## src/rtl/gbc_pad_pkg.sv

```systemverilog
// Shared constants for the NES/SNES serial pad reader: scan state codes,
// pad bit counts and default timing.
package gbc_pad_pkg;

  localparam int NES_BITS            = 8;
  localparam int SNES_BITS           = 16;
  localparam int DEFAULT_CLK_DIV     = 300;
  localparam int DEFAULT_POLL_PERIOD = 554400;

  localparam logic [2:0] ST_IDLE  = 3'd0;
  localparam logic [2:0] ST_LATCH = 3'd1;
  localparam logic [2:0] ST_LOW   = 3'd2;
  localparam logic [2:0] ST_HIGH  = 3'd3;
  localparam logic [2:0] ST_DONE  = 3'd4;

endpackage

```

## src/rtl/pad_shift_chan.sv

```systemverilog
// One pad's capture channel: bit-addressed shift register plus, when
// PAD_DEBOUNCE_EN is defined, the previous scan used to gate updates.
module pad_shift_chan
  import gbc_pad_pkg::*;
#(
  parameter int NUM_BITS = NES_BITS
) (
  input  logic                        clock,
  input  logic                        reset,
  input  logic                        sample,
  input  logic [$clog2(NUM_BITS)-1:0] index,
  input  logic                        data_bit,
  input  logic                        commit,
  output logic [NUM_BITS-1:0]         shift,
  output logic                        accept
);

  always_ff @(posedge clock) begin
    if (reset) begin
      shift <= '0;
    end else if (sample) begin
      shift[index] <= data_bit;
    end
  end

`ifdef PAD_DEBOUNCE_EN
  logic [NUM_BITS-1:0] prev;

  // A scan is only accepted when it repeats the one before it.
  always_ff @(posedge clock) begin
    if (reset) begin
      prev <= '0;
    end else if (commit) begin
      prev <= shift;
    end
  end

  assign accept = commit && (shift == prev);
`else
  assign accept = commit;
`endif

endmodule

```

## src/rtl/serial_pad_reader.sv

```systemverilog
// NES/SNES serial pad reader: periodic latch/pulse scan of up to four pads
// sharing one latch and one shift clock. Optional macro: PAD_DEBOUNCE_EN.
module serial_pad_reader
  import gbc_pad_pkg::*;
#(
  parameter int NUM_PADS    = 1,
  parameter int NUM_BITS    = NES_BITS,
  parameter int CLK_DIV     = DEFAULT_CLK_DIV,
  parameter int POLL_PERIOD = DEFAULT_POLL_PERIOD
) (
  input  logic                         clock,
  input  logic                         reset,
  input  logic                         poll_now,
  input  logic [NUM_PADS-1:0]          data,
  output logic                         latch,
  output logic                         pulse,
  output logic [NUM_PADS*NUM_BITS-1:0] buttons,
  output logic                         valid,
  output logic                         press_irq,
  output logic                         busy
);

  localparam int TW = $clog2(2*CLK_DIV+1);
  localparam int IW = $clog2(NUM_BITS);
  localparam int PW = $clog2(POLL_PERIOD+1);
  localparam logic [TW-1:0] T_LATCH   = TW'(2*CLK_DIV-1);
  localparam logic [TW-1:0] T_HALF    = TW'(CLK_DIV-1);
  localparam logic [IW-1:0] IDX_LAST  = IW'(NUM_BITS-1);
  localparam logic [PW-1:0] POLL_LAST = PW'(POLL_PERIOD-1);

  if (NUM_PADS < 1 || NUM_PADS > 4 || (NUM_BITS != NES_BITS && NUM_BITS != SNES_BITS)
      || CLK_DIV < 1 || POLL_PERIOD < 1) begin : g_bad_config
    $error("serial_pad_reader: unsupported NUM_PADS/NUM_BITS/CLK_DIV/POLL_PERIOD");
  end

  logic [2:0]                   state, state_nxt;
  logic [TW-1:0]                timer, timer_nxt;
  logic [IW-1:0]                index;
  logic [PW-1:0]                poll_cnt;
  logic [NUM_PADS*NUM_BITS-1:0] shift_all, next_btn;
  logic [NUM_PADS-1:0]          accept;
  logic                         sample, commit;

  assign busy   = (state != ST_IDLE);
  assign sample = (state == ST_LOW) && (timer == '0);
  assign commit = (state == ST_DONE);

  always_comb begin
    state_nxt = state;
    case (state)
      ST_IDLE:  if (poll_now || poll_cnt == POLL_LAST) state_nxt = ST_LATCH;
      ST_LATCH: if (timer == '0) state_nxt = ST_LOW;
      ST_LOW:   if (timer == '0) state_nxt = ST_HIGH;
      ST_HIGH:  if (timer == '0) state_nxt = (index == IDX_LAST) ? ST_DONE : ST_LOW;
      ST_DONE:  state_nxt = ST_IDLE;
      default:  state_nxt = ST_IDLE;
    endcase
  end

  // The single phase timer reloads on every state change and counts down to zero.
  always_comb begin
    timer_nxt = timer;
    if (state_nxt != state) begin
      case (state_nxt)
        ST_LATCH:        timer_nxt = T_LATCH;
        ST_LOW, ST_HIGH: timer_nxt = T_HALF;
        default:         timer_nxt = '0;
      endcase
    end else if (timer != '0) begin
      timer_nxt = timer - 1'b1;
    end
  end

  always_comb begin
    next_btn = buttons;
    for (int p = 0; p < NUM_PADS; p++) begin
      if (accept[p]) next_btn[p*NUM_BITS +: NUM_BITS] = ~shift_all[p*NUM_BITS +: NUM_BITS];
    end
  end

  // latch/pulse come straight from flops decoded off the next state, so they never overlap.
  always_ff @(posedge clock) begin
    if (reset) begin
      state     <= ST_IDLE;
      timer     <= '0;
      index     <= '0;
      poll_cnt  <= '0;
      latch     <= 1'b0;
      pulse     <= 1'b0;
      buttons   <= '0;
      valid     <= 1'b0;
      press_irq <= 1'b0;
    end else begin
      state     <= state_nxt;
      timer     <= timer_nxt;
      latch     <= (state_nxt == ST_LATCH);
      pulse     <= (state_nxt == ST_HIGH);
      buttons   <= next_btn;
      valid     <= |accept;
      press_irq <= |(next_btn & ~buttons);
      if (state == ST_IDLE && state_nxt == ST_LATCH) begin
        poll_cnt <= '0;
      end else if (poll_cnt != POLL_LAST) begin
        poll_cnt <= poll_cnt + 1'b1;
      end
      if (state_nxt == ST_LATCH) begin
        index <= '0;
      end else if (state == ST_HIGH && state_nxt == ST_LOW) begin
        index <= index + 1'b1;
      end
    end
  end

  for (genvar p = 0; p < NUM_PADS; p++) begin : g_chan
    pad_shift_chan #(.NUM_BITS(NUM_BITS)) u_chan (
      .clock    (clock),
      .reset    (reset),
      .sample   (sample),
      .index    (index),
      .data_bit (data[p]),
      .commit   (commit),
      .shift    (shift_all[p*NUM_BITS +: NUM_BITS]),
      .accept   (accept[p])
    );
  end

endmodule

```

## config.mk

```make
export PLATFORM = sky130hd
export DESIGN_NAME = serial_pad_reader
export DESIGN_NICKNAME = d
export VERILOG_FILES = /design/src/rtl/gbc_pad_pkg.sv /design/src/rtl/pad_shift_chan.sv /design/src/rtl/serial_pad_reader.sv
export SDC_FILE = /design/constraint.sdc
export NUM_CORES = 1
export LEC_CHECK = 0
export CORE_AREA = 5 5 77 79
export DETAILED_ROUTE_END_ITERATION = 10
export DIE_AREA = 0 0 82 84
export DONT_BUFFER_PORTS = 1
export GPL_ROUTABILITY_DRIVEN = 0
export PLACE_DENSITY = 0.67
export SYNTH_ARGS = -nofsm -noshare
export SYNTH_HDL_FRONTEND = slang
export SYNTH_SLANG_ARGS = --single-unit
```

## constraint.sdc

```tcl
create_clock -name clock -period 2.3 [get_ports clock]
set_clock_uncertainty 0.05 [all_clocks]
set_input_delay 0.46 -clock clock [delete_from_list [all_inputs] [get_ports clock]]
set_output_delay 0.46 -clock clock [all_outputs]
set_load 0.01 [all_outputs]
```

== Word-level counts from Yosys, hierarchy flattened ==
Cells that the tools add are included.
Word-level totals
  register bits after elaboration: 56
  input bits: 4
  output and inout port bits: 13
  logic and storage cells: 56
Operators by class
  $add $sub $neg: 3
  $lt $le $gt $ge: 2
  equal/unequal tests: 11
  multiplexer cells: 13
  bitwise gates (word level): 3
  reduce and logical (&&, ||, !) cells: 14
Operator list (number)
  20-bit by 1-bit adder with 20-bit output (second input constant): 1
  20-bit == test (second input constant): 1
  10-bit 2-to-1 mux: 2
  20-bit != test (second input constant): 1
  10-bit case mux with 2 select lines: 1
  8-bit NOT: 2
  3-bit 2-to-1 mux: 5
  3-bit by 2-bit == test with 1-bit output (second input constant): 4
  3-bit case mux with 4 select lines: 1
  10-bit logical NOT: 1
  10-bit nonzero test: 1
  10-bit by 1-bit subtractor with 10-bit output (second input constant): 1
  8-bit AND: 1
  8-bit bitwise mux: 1
  8-bit 2-to-1 mux: 1
  8-bit OR reduction: 1
  3-bit by 1-bit == test with 1-bit output (second input constant): 2
  3-bit == test (second input constant): 2
  2-bit OR reduction: 3
  1-bit logical AND: 4
  3-bit by 4-bit < comparator with 1-bit output (second input constant): 1
  3-bit by 1-bit adder with 3-bit output (second input constant): 1
  1-bit demux with 3-bit select: 1
  3-bit by 1-bit >= comparator with 1-bit output (second input constant): 1
  other kinds (6): 6

== Longest topological paths before layout ==
Gate-level depths: netlist (run 1).
  depth in word-level cells: 8
  gate-level depth with buffers: 8
  mapped depth without buffers: 7

== Modules after synthesis ==
From an unflattened synthesis (run 1), not the netlist that was laid out.
Second synthesis, totals
  cells, all modules: 298
  area total of the unflattened synthesis: 2720.1 um2
Modules (own cells, without submodules)
  serial_pad_reader: times used 1, cells each 263, area each 2326.0 um2, sequential area each 960.9 um2
  pad_shift_chan: times used 1, cells each 35, area each 394.1 um2, sequential area each 160.2 um2

== Worst setup path before layout (run 1) ==
No wires, ideal clock.
  kind: reg-to-reg
  from: register timer[0]
  to: register g_chan[0].u_chan.shift[0]
  setup time: 0.124 ns
  arrival time: 2.199 ns
  required time: 2.126 ns
  setup slack: -0.073 ns
  cell stages (with the launch flop): 9
  path buffers: 1
  period minus slack after synthesis: 2.373 ns
  cells stage by stage: dfxtp_1 -> inv_1 -> ha_1 -> or4b_4 -> or3_1 -> buf_6 -> or4_4 -> o31ai_2 -> a21oi_1
Between the ends
  cells in the longest elaborated chain, start to end: 2
RTL lines
  start, declared: line serial_pad_reader.sv:37  | logic [TW-1:0] timer, timer_nxt;
  start signal, assigned: line serial_pad_reader.sv:95  | timer <= timer_nxt;
  10-bit logical NOT: line serial_pad_reader.sv:45  | assign sample = (state == ST_LOW) && (timer == '0);
  1-bit logical AND: line serial_pad_reader.sv:45
  end signal, assigned by index: line pad_shift_chan.sv:22  | shift[index] <= data_bit;
  end, declared: line pad_shift_chan.sv:14  | output logic [NUM_BITS-1:0] shift,
Every way passes these cells.
A chain may end at the register's enable or synchronous reset.

== Worst setup path in the final report (run 1) ==
  from: register timer[1]
  to: register g_chan[0].u_chan.shift[1]
Same word-level chain as after synthesis.

==> impl_metrics.tcl, run 1 <==
set metrics [dict create \
    leakagePower_nw 1.07 \
    rows 27 \
    drtIter0Drc 90 \
    syn_inst 289 \
    grt_usage 0.153 \
    viasPerCell 5.37 \
    cts_tree "done" \
    antenna_found_initial 0 \
    synth_area_um2 2520 \
    cp-start-kind "flop" \
    postSynthAreaPerCell_um2 8.72 \
    yosysWarnings 0 \
    clockBufferDepth 2 \
    tns_ns 0 \
    routed-wl-met3_um 170 \
    seq_area_frac_synth 0.445 \
    synth_top_area_frac 0.445 \
    power.total_mw 2.02 \
    yosys-top-cells-area "dfxtp_1 45%, nor2_1 7.5%, xor2_1 5.2%, a21oi_1 3.8%, xnor2_1 3.5%" \
    hold_viol_final 0 \
    wl_met2_mm 2.39 \
    antenna_cells 0 \
    tightest_slew_ns 0.646 \
    yosys.area_share.simple 0.279 \
    syn_nets 297 \
    ys_ff_latch 56 \
    grt_max_degree 24 \
    wl_per_cell_um 13.1 \
    drive_gt1_frac 0.146 \
    numClockSinks 56 \
    synthMuxAreaShare 0.0199 \
    maxCapViolCount 0 \
    hold_path_class "in2reg" \
    period_share 0.976 \
    final_antenna_net_count 0 \
    critPathRequiredTime_ns 2.46 \
    drt-met1-wl_mm 2.31 \
    die_x_um 82 \
    synth_compound_area_frac 0.119 \
    grt_pass1_wl_mm 8.61 \
    synthAdderAreaFrac 0.0199 \
    synth_edf_count 0 \
    postLayoutCoreUtil 0.542 \
    die_area_um2 6890 \
    cts-buffers-inserted 5 \
    synth_top_family_by_area "simple AND/OR/NAND/NOR gates" \
    first_pass_iters 4 \
    crit_type "reg2reg" \
    power.density_nw_per_um2 709 \
    die_y_um 84 \
    cts.htree.levels 2 \
    syn2layout_area_growth_pct 13.4 \
    synth_xor_area_frac 0.0869 \
    slew_headroom 0.565 \
    routed_wirelength_mm 4.89 \
    synth_cell_type_count 47 \
    highest_layer "met4" \
    clk_latency_ns 0.30 \
    ios 17 \
    drc_errors 0 \
    finalCriticalPeriod_ns 2.24 \
    start_util 0.478 \
    dp_hpwl_mm 3.53 \
    ir_worst_vdd_mv 0.465 \
    yosys_most_used_dff "dfxtp_1" \
    portBuffers 0 \
    max_freq_mhz 446 \
    end_kind "flop" \
    rsz0062_at_grt "yes" \
    cts.root.buffer_cell "clkbuf_8" \
    setup_violations 0 \
    clkTransAtPathRegs_ns 0.10 \
    vias 2009 \
    drv_slew 0 \
    yosysTopAreaCell "dfxtp_1" \
    fin_nets 309 \
    worstPathArrival_ns 2.40 \
    grt_pass1_vias 1937 \
    core_area_um2 5270 \
    path_max_fanout 6 \
    status "finished, final reports clean" \
    overflow 0 \
    async_reset_ff_frac 0 \
]
-- stage by stage --
stage                     std cells  setup slack, ns  area (um^2)  hold WS, ns
final                           374           0.0561         2860        0.161
after detailed placement        365         0.000348         2690        0.428
after global placement          365           0.0518         2690        0.420
after floorplan                 289          -0.0452         2530        0.394
after global routing            374          -0.0589         2860        0.137
after CTS                       373           0.0179         2810        0.158
-- registers in the layout, summed over array words and instances, names as in the netlist --
signal and cells:
index 3, buttons 8, latch 1, poll_cnt 20
g_chan.u_chan.shift 8, valid 1, pulse 1, state 3
timer 10, press_irq 1
-- cells in the final DEF (no fill, tap or decap), types with 3 or more instances in the layout --
master,n
xor2_1,15
nand4_1,9
mux2i_1,5
nor3_1,8
inv_1,6
nor4_1,5
buf_4,11
o21ai_0,7
and3_1,4
o22ai_1,4
clkbuf_8,6
nand2_1,19
a21oi_1,17
ha_1,3
nor2b_1,4
nor2_1,50
dfxtp_1,54
xnor2_1,10
nand3_1,14
and4_1,3
-- area by class of cell --
cell class / count / area, um^2
clock inverter: 2 / 38.8
sequential: 56 / 1120
multi-input combinational: 216 / 1350
timing repair buffer: 14 / 138
clock buffer: 6 / 82.6
fill: 504 / 2410
inverter: 8 / 30.0
tap: 72 / 90.1
-- per-layer routing --
metal,vias up,GRT usage
li1,1043,-
met1,938,0.197
met2,26,0.258
met3,2,0.0335
met4,0,0.0302
met5,-,0
-- worst paths after layout --
kind,start,to,slack (ns),cells past startpoint
min reg2reg,g_chan[0].u_chan.shift[7],g_chan[0].u_chan.shift[7],0.44,2
max reg2reg,timer[1],g_chan[0].u_chan.shift[1],0.06,8
max,timer[1],g_chan[0].u_chan.shift[1],0.06,8
min,reset,g_chan[0].u_chan.shift[1],0.16,1
-- cells by family after synthesis --
kind of cell / after synthesis
xor gates and xnor gates: 25
DFF: 56
muxes: 5
and+or+nand+nor: 135
AOI/OAI and AO/OA: 47
buffers and inverters: 17
adders and majority gates: 4
-- where the power goes --
part	switching, mW	total, mW	internal, mW	leakage (nW)
clock	0.320	0.676	0.357	0.0614
combinational	0.146	0.298	0.152	0.550
sequential	0.0416	1.05	1.01	0.455
-- timing repair --
item	CTS	global route
resized for setup	0	6
pin swaps	1	10
setup buffers	0	1
hold buffers	0	0
setup endpoints to repair	3	10
-- synthesized netlist by cell type (2+ instances only) --
| cell | number |
|---|---|
| mux2i_1 | 5 |
| o22ai_1 | 4 |
| a31oi_1 | 2 |
| o2111ai_1 | 2 |
| nand3_1 | 14 |
| nor2b_1 | 4 |
| ha_1 | 4 |
| and4_1 | 3 |
| a21bo_2 | 2 |
| nor4_1 | 5 |
| or3_1 | 2 |
| inv_1 | 8 |
| nand4_1 | 9 |
| a2111oi_0 | 2 |
| clkbuf_1 | 6 |
| and3_1 | 4 |
| nand2_1 | 19 |
| a211oi_1 | 2 |
| xnor2_1 | 10 |
| or2_2 | 2 |
| a21oi_1 | 19 |
| o21ai_0 | 7 |
| xor2_1 | 15 |
| nor3_1 | 9 |
| dfxtp_1 | 56 |
| or4_4 | 2 |
| nor4b_1 | 2 |
| or3_2 | 2 |
| nor2_1 | 50 |
-- worst max-delay path, cell delays in order, from the launching register on --
cell and delay (ns):
dfxtp_2 0.34, inv_2 0.07, ha_4 0.13, or4b_4 0.45
or3_4 0.35, buf_8 0.14, nor4_4 0.35, a21bo_2 0.21
a21oi_2 0.05
Power figures use the tool's default switching activity.
==> run 2, diff against run 1 <==
Settings changed: PLACE_DENSITY 0.67 to 0.7, SETUP_SLACK_MARGIN from default to 0.1.
Clock period 2.3 ns to 2.5 ns, I/O delays scaled along.
==> impl_metrics.tcl, run 2 (same netlist as run 1, synthesis figures left out) <==
set metrics [dict create \
    netSwitchingFraction 0.257 \
    max_flop_register "poll_cnt" \
    routed_wirelength_mm 4.87 \
    ff2ff_path_depth 7 \
    final_antenna_net_count 0 \
    drc_errors 0 \
    seqPwrFrac 0.537 \
    core_area_um2 5270 \
    fin_ws_ns 0.188 \
    period_share 0.925 \
    hold_path_class "in2reg" \
    hold_path_end "g_chan[0].u_chan.shift[0]" \
    clk_latency_ns 0.31 \
    grt_pass1_vias 1934 \
    power.density_nw_per_um2 656 \
    maxCapViolCount 0 \
    drtIter0Drc 173 \
    antenna_cells 0 \
    dp_hpwl_mm 3.42 \
    crit_type "reg2reg" \
    path_max_fanout 3 \
    wl_per_cell_um 13.3 \
    final_common_cell "dfxtp_1" \
    largest_reg_flops 20 \
    whs_path_depth 1 \
    post-place-ws_ns 0.106 \
    cp-start-kind "flop" \
    portBuffers 0 \
    grt_pass1_wl_mm 8.83 \
    p_sw_mw 0.464 \
    drv_slew 0 \
    grt_usage 0.158 \
    first_pass_iters 4 \
    grt_busiest_layer "met2" \
    antenna_found_initial 0 \
    combPwrFrac 0.132 \
    numClockSinks 56 \
    ios 17 \
    end_kind "flop" \
    slowest_stage "or4_4" \
    reg_top3 "poll_cnt (20), timer (10)" \
    p_int_mw 1.34 \
    start_util 0.478 \
    mostFrequentLayoutCells "55 x dfxtp_1, 50 x nor2_1, 19 x nand2_1, 19 x a21oi_1, 15 x xor2_1" \
    die_y_um 84 \
    cpPeakStageDelay_ns 0.50 \
    max_freq_mhz 433 \
    rows 27 \
    timing.rr.end "g_chan[0].u_chan.shift[0]" \
    ctsHoldBuffers 0 \
    tns_ns 0 \
    crit_buf_inv 1 \
    critPathRequiredTime_ns 2.66 \
    min-delay-start "reset" \
    regToRegSetupSlack_ns 0.19 \
    grt_max_degree 24 \
    tightest_slew_ns 0.638 \
    status "finished, final reports clean" \
    cts_tree "done" \
    grt_use_met1 0.208 \
    overflow 0 \
    crit_family "simple AND/OR/NAND/NOR gates" \
    r2r-start "timer[1]" \
    cts.htree.levels 2 \
    leakagePower_nw 1.01 \
    power.share.clock 0.330 \
    finalCriticalPeriod_ns 2.31 \
    cts-buffers-inserted 5 \
    vias 2013 \
    syn2layout_area_growth_pct 9.24 \
    cts.root.buffer_cell "clkbuf_8" \
    viasPerCell 5.50 \
    power.total_mw 1.80 \
    fin_nets 301 \
    timing.hold.ws_ns 0.200 \
    hold_viol_final 0 \
    ir_worst_vdd_mv 0.282 \
    die_area_um2 6890 \
    rsz0062_at_grt "no" \
    path_cells "inv_2 > ha_4 > or4b_4 > or3_4 > or4_4 > o31ai_2 > a21oi_1" \
    clockBufferDepth 2 \
    drive_gt1_frac 0.109 \
    slew_headroom 0.570 \
    grt_use_met3 0.0378 \
    worstPathArrival_ns 2.47 \
    setup_violations 0 \
    die_x_um 82 \
    globalRouteMet2Util 0.251 \
    clkTransAtPathRegs_ns 0.10 \
]
[run 2: cell count changes in the layout (fill, tap and decap cells not counted), sizes merged]
cell / delta
clkinvlp: +1
buf: -8
clkbuf: -1
[run 2: how the worst max path moves through the flow]
stage / from / to / slack (ns) / cells after the start
4_1_cts: timer[1] / g_chan[0].u_chan.shift[0] / 0.13 / 7
6_report: timer[1] / g_chan[0].u_chan.shift[0] / 0.19 / 7
2_1_floorplan: timer[0] / g_chan[0].u_chan.shift[0] / 0.13 / 8
3_5_place_dp: timer[1] / g_chan[0].u_chan.shift[0] / 0.11 / 7
5_1_grt: timer[0] / g_chan[0].u_chan.shift[0] / 0.11 / 7
3_3_place_gp: timer[0] / g_chan[0].u_chan.shift[0] / 0.14 / 7
[run 2: power by group through the flow]
| stage | Combinational, mW | Sequential (mW) | Clock (mW) |
|---|---|---|---|
| CTS | 0.232 | 0.968 | 0.612 |
| detailed placement | 0.228 | 0.988 | 0 |
| global route | 0.271 | 0.975 | 0.654 |
| finish | 0.239 | 0.970 | 0.596 |
| global placement | 0.228 | 0.985 | 0 |
| floorplan | 0.188 | 0.975 | 0 |
[run 2: routing by layer]
| metal | part of all wire | up-vias | wire length, um |
|---|---|---|---|
| met3 | 0.027 | 5 | 130 |
| met5 | 0 | - | 0 |
| met2 | 0.48 | 28 | 2320 |
| met1 | 0.48 | 947 | 2360 |
| li1 | - | 1033 | - |
| met4 | 0.013 | 0 | 62 |
[run 2: per-stage QoR]
stage | std cells | cell area, um^2 | utilization
6_report | 366 | 2750 | 0.522
2_1_floorplan | 289 | 2520 | -
4_1_cts | 366 | 2740 | 0.519
3_5_place_dp | 358 | 2620 | 0.497
5_1_grt | 366 | 2750 | 0.522
3_3_place_gp | 358 | 2620 | 0.497
[run 2: layout make-up]
type / count / area (um^2)
multi-input cells: 216 / 1340
fillers: 535 / 2520
inverters: 8 / 30.0
flip-flops and latches: 56 / 1120
well taps: 72 / 90.1
clock buffers: 5 / 68.8
repair buffers: 6 / 57.6
clock inverters: 3 / 42.5
[run 2: timing repair]
| action | in CTS | in global routing |
|---|---|---|
| setup endpoints to repair | 3 | 5 |
| gates resized for setup | 1 | 5 |
| pin swaps | 1 | 0 |
| buffers inserted | 0 | 0 |
==> run 3, diff against run 2 <==
Settings changed: PLACE_DENSITY 0.7 to 0.67.
Clock period 2.5 ns to 2.05 ns, I/O delays scaled along.
==> impl_metrics.tcl, run 3 (same netlist as run 1, synthesis figures left out) <==
set metrics [dict create \
    grt_usage 0.173 \
    mostFrequentLayoutCells "52 x dfxtp_1, 48 x nor2_1, 44 x buf_4" \
    grt_max_degree 24 \
    maxCapViolCount 0 \
    period_share 1.07 \
    hold_viol_final 0 \
    numClockSinks 56 \
    max_flop_register "poll_cnt" \
    finalCriticalPeriod_ns 2.19 \
    largest_reg_flops 20 \
    die_x_um 82 \
    overflow 0 \
    cts.htree.levels 2 \
    drive_gt1_frac 0.314 \
    viasPerCell 5.41 \
    reg_top3 "poll_cnt (20), timer (10)" \
    drc_errors 0 \
    fin_ws_ns -0.138 \
    antenna_found_initial 0 \
    violations "negative setup slack" \
    drtIter0Drc 109 \
    final_cell_area_um2 3290 \
    routed_wirelength_mm 5.72 \
    drv_slew 0 \
    vias 2219 \
    fin_nets 345 \
    die_y_um 84 \
    status "finished with violations" \
    clkTransAtPathRegs_ns 0.10 \
    clk_latency_ns 0.30 \
    timing.hold.ws_ns 0.113 \
    critPathRequiredTime_ns 2.20 \
    rows 27 \
    final_common_cell "dfxtp_1" \
    clockBufferDepth 2 \
    end_kind "flop" \
    hold_path_class "in2reg" \
    antenna_cells 0 \
    cpPeakStageDelay_ns 0.45 \
    die_area_um2 6890 \
    ios 17 \
    ir_worst_vdd_mv 0.335 \
    syn2layout_area_growth_pct 30.5 \
    post-place-ws_ns -0.194 \
    postPlaceCellArea_um2 2900 \
    path_cells "inv_2 > ha_4 > or4b_4 > or3_4 > or4_4 > o31ai_2 > a21oi_1" \
    first_pass_iters 4 \
    wl_per_cell_um 13.9 \
    postLayoutCoreUtil 0.624 \
    slowest_stage "or4b_4" \
    ctsHoldBuffers 0 \
    leakagePower_nw 1.27 \
    final_antenna_net_count 0 \
    start_util 0.478 \
    core_area_um2 5270 \
    slew_headroom 0.637 \
    dp_hpwl_mm 3.76 \
    cp-start-kind "flop" \
    worstPathArrival_ns 2.34 \
    power.density_nw_per_um2 741 \
    tightest_slew_ns 0.543 \
    portBuffers 0 \
    max_freq_mhz 457 \
    cts_tree "done" \
    rsz0062_at_grt "yes" \
    cts-buffers-inserted 5 \
    grt_pass1_wl_mm 9.61 \
    crit_type "reg2reg" \
    setup_violations 16 \
    grt_pass1_vias 2206 \
    path_max_fanout 2 \
    cts.root.buffer_cell "clkbuf_8" \
]
-- run 3: per-stage QoR --
step | total power [mW] | std cells | TNS, ns
3_5_place_dp | 1.58 | 392 | -1.36
5_1_grt | 2.57 | 410 | -2.68
3_3_place_gp | 1.58 | 392 | -1.12
2_1_floorplan | 1.43 | 289 | -0.828
6_report | 2.44 | 410 | -0.745
4_1_cts | 2.39 | 406 | -0.487
-- run 3: layout make-up --
type / count / area, um^2
clock buffer: 6 / 72.6
clock inverter: 2 / 38.8
fill: 449 / 1980
inverter: 8 / 30.0
multi-input combinational: 216 / 1510
sequential: 56 / 1130
tap: 72 / 90.1
timing repair buffer: 50 / 420
-- run 3: timing repair --
action | CTS | global route
pin swaps | 18 | 12
hold endpoints to repair | 0 | 0
endpoints found under the setup margin | 24 | 46
setup buffers | 7 | 4
gates resized for setup | 24 | 22
gates cloned | 0 | 1
-- run 3: report_power, final --
group	internal [mW]	leakage (nW)	switching, mW
Sequential	1.13	0.455	0.0362
Combinational	0.292	0.758	0.255
Clock	0.369	0.0558	0.351
Total	1.79	1.27	0.642
-- run 3: metal layers --
layer,track usage,routed length (um),share of wire
met5,0,0,0
met2,0.309,3090,0.54
met4,0.0453,68,0.012
met1,0.204,2370,0.41
met3,0.0378,189,0.033
-- run 3: final timing paths --
path | slack [ns] | end | start | depth (start not counted)
worst max-delay path | -0.14 | g_chan[0].u_chan.shift[0] | timer[1] | 7
worst min-delay path | 0.11 | g_chan[0].u_chan.shift[1] | reset | 1
worst max register to register | -0.14 | g_chan[0].u_chan.shift[0] | timer[1] | 7
worst min register to register | 0.45 | g_chan[0].u_chan.shift[6] | g_chan[0].u_chan.shift[6] | 2
-- run 3: critical path: cells and delay by family, from the launching register on --
family	cells	cell delay (ns)
and+or+nand+nor	3	1.23
DFF	1	0.33
AOI/OAI and AO/OA	2	0.27
adders and majority gates	1	0.13
buffers and inverters	1	0.08
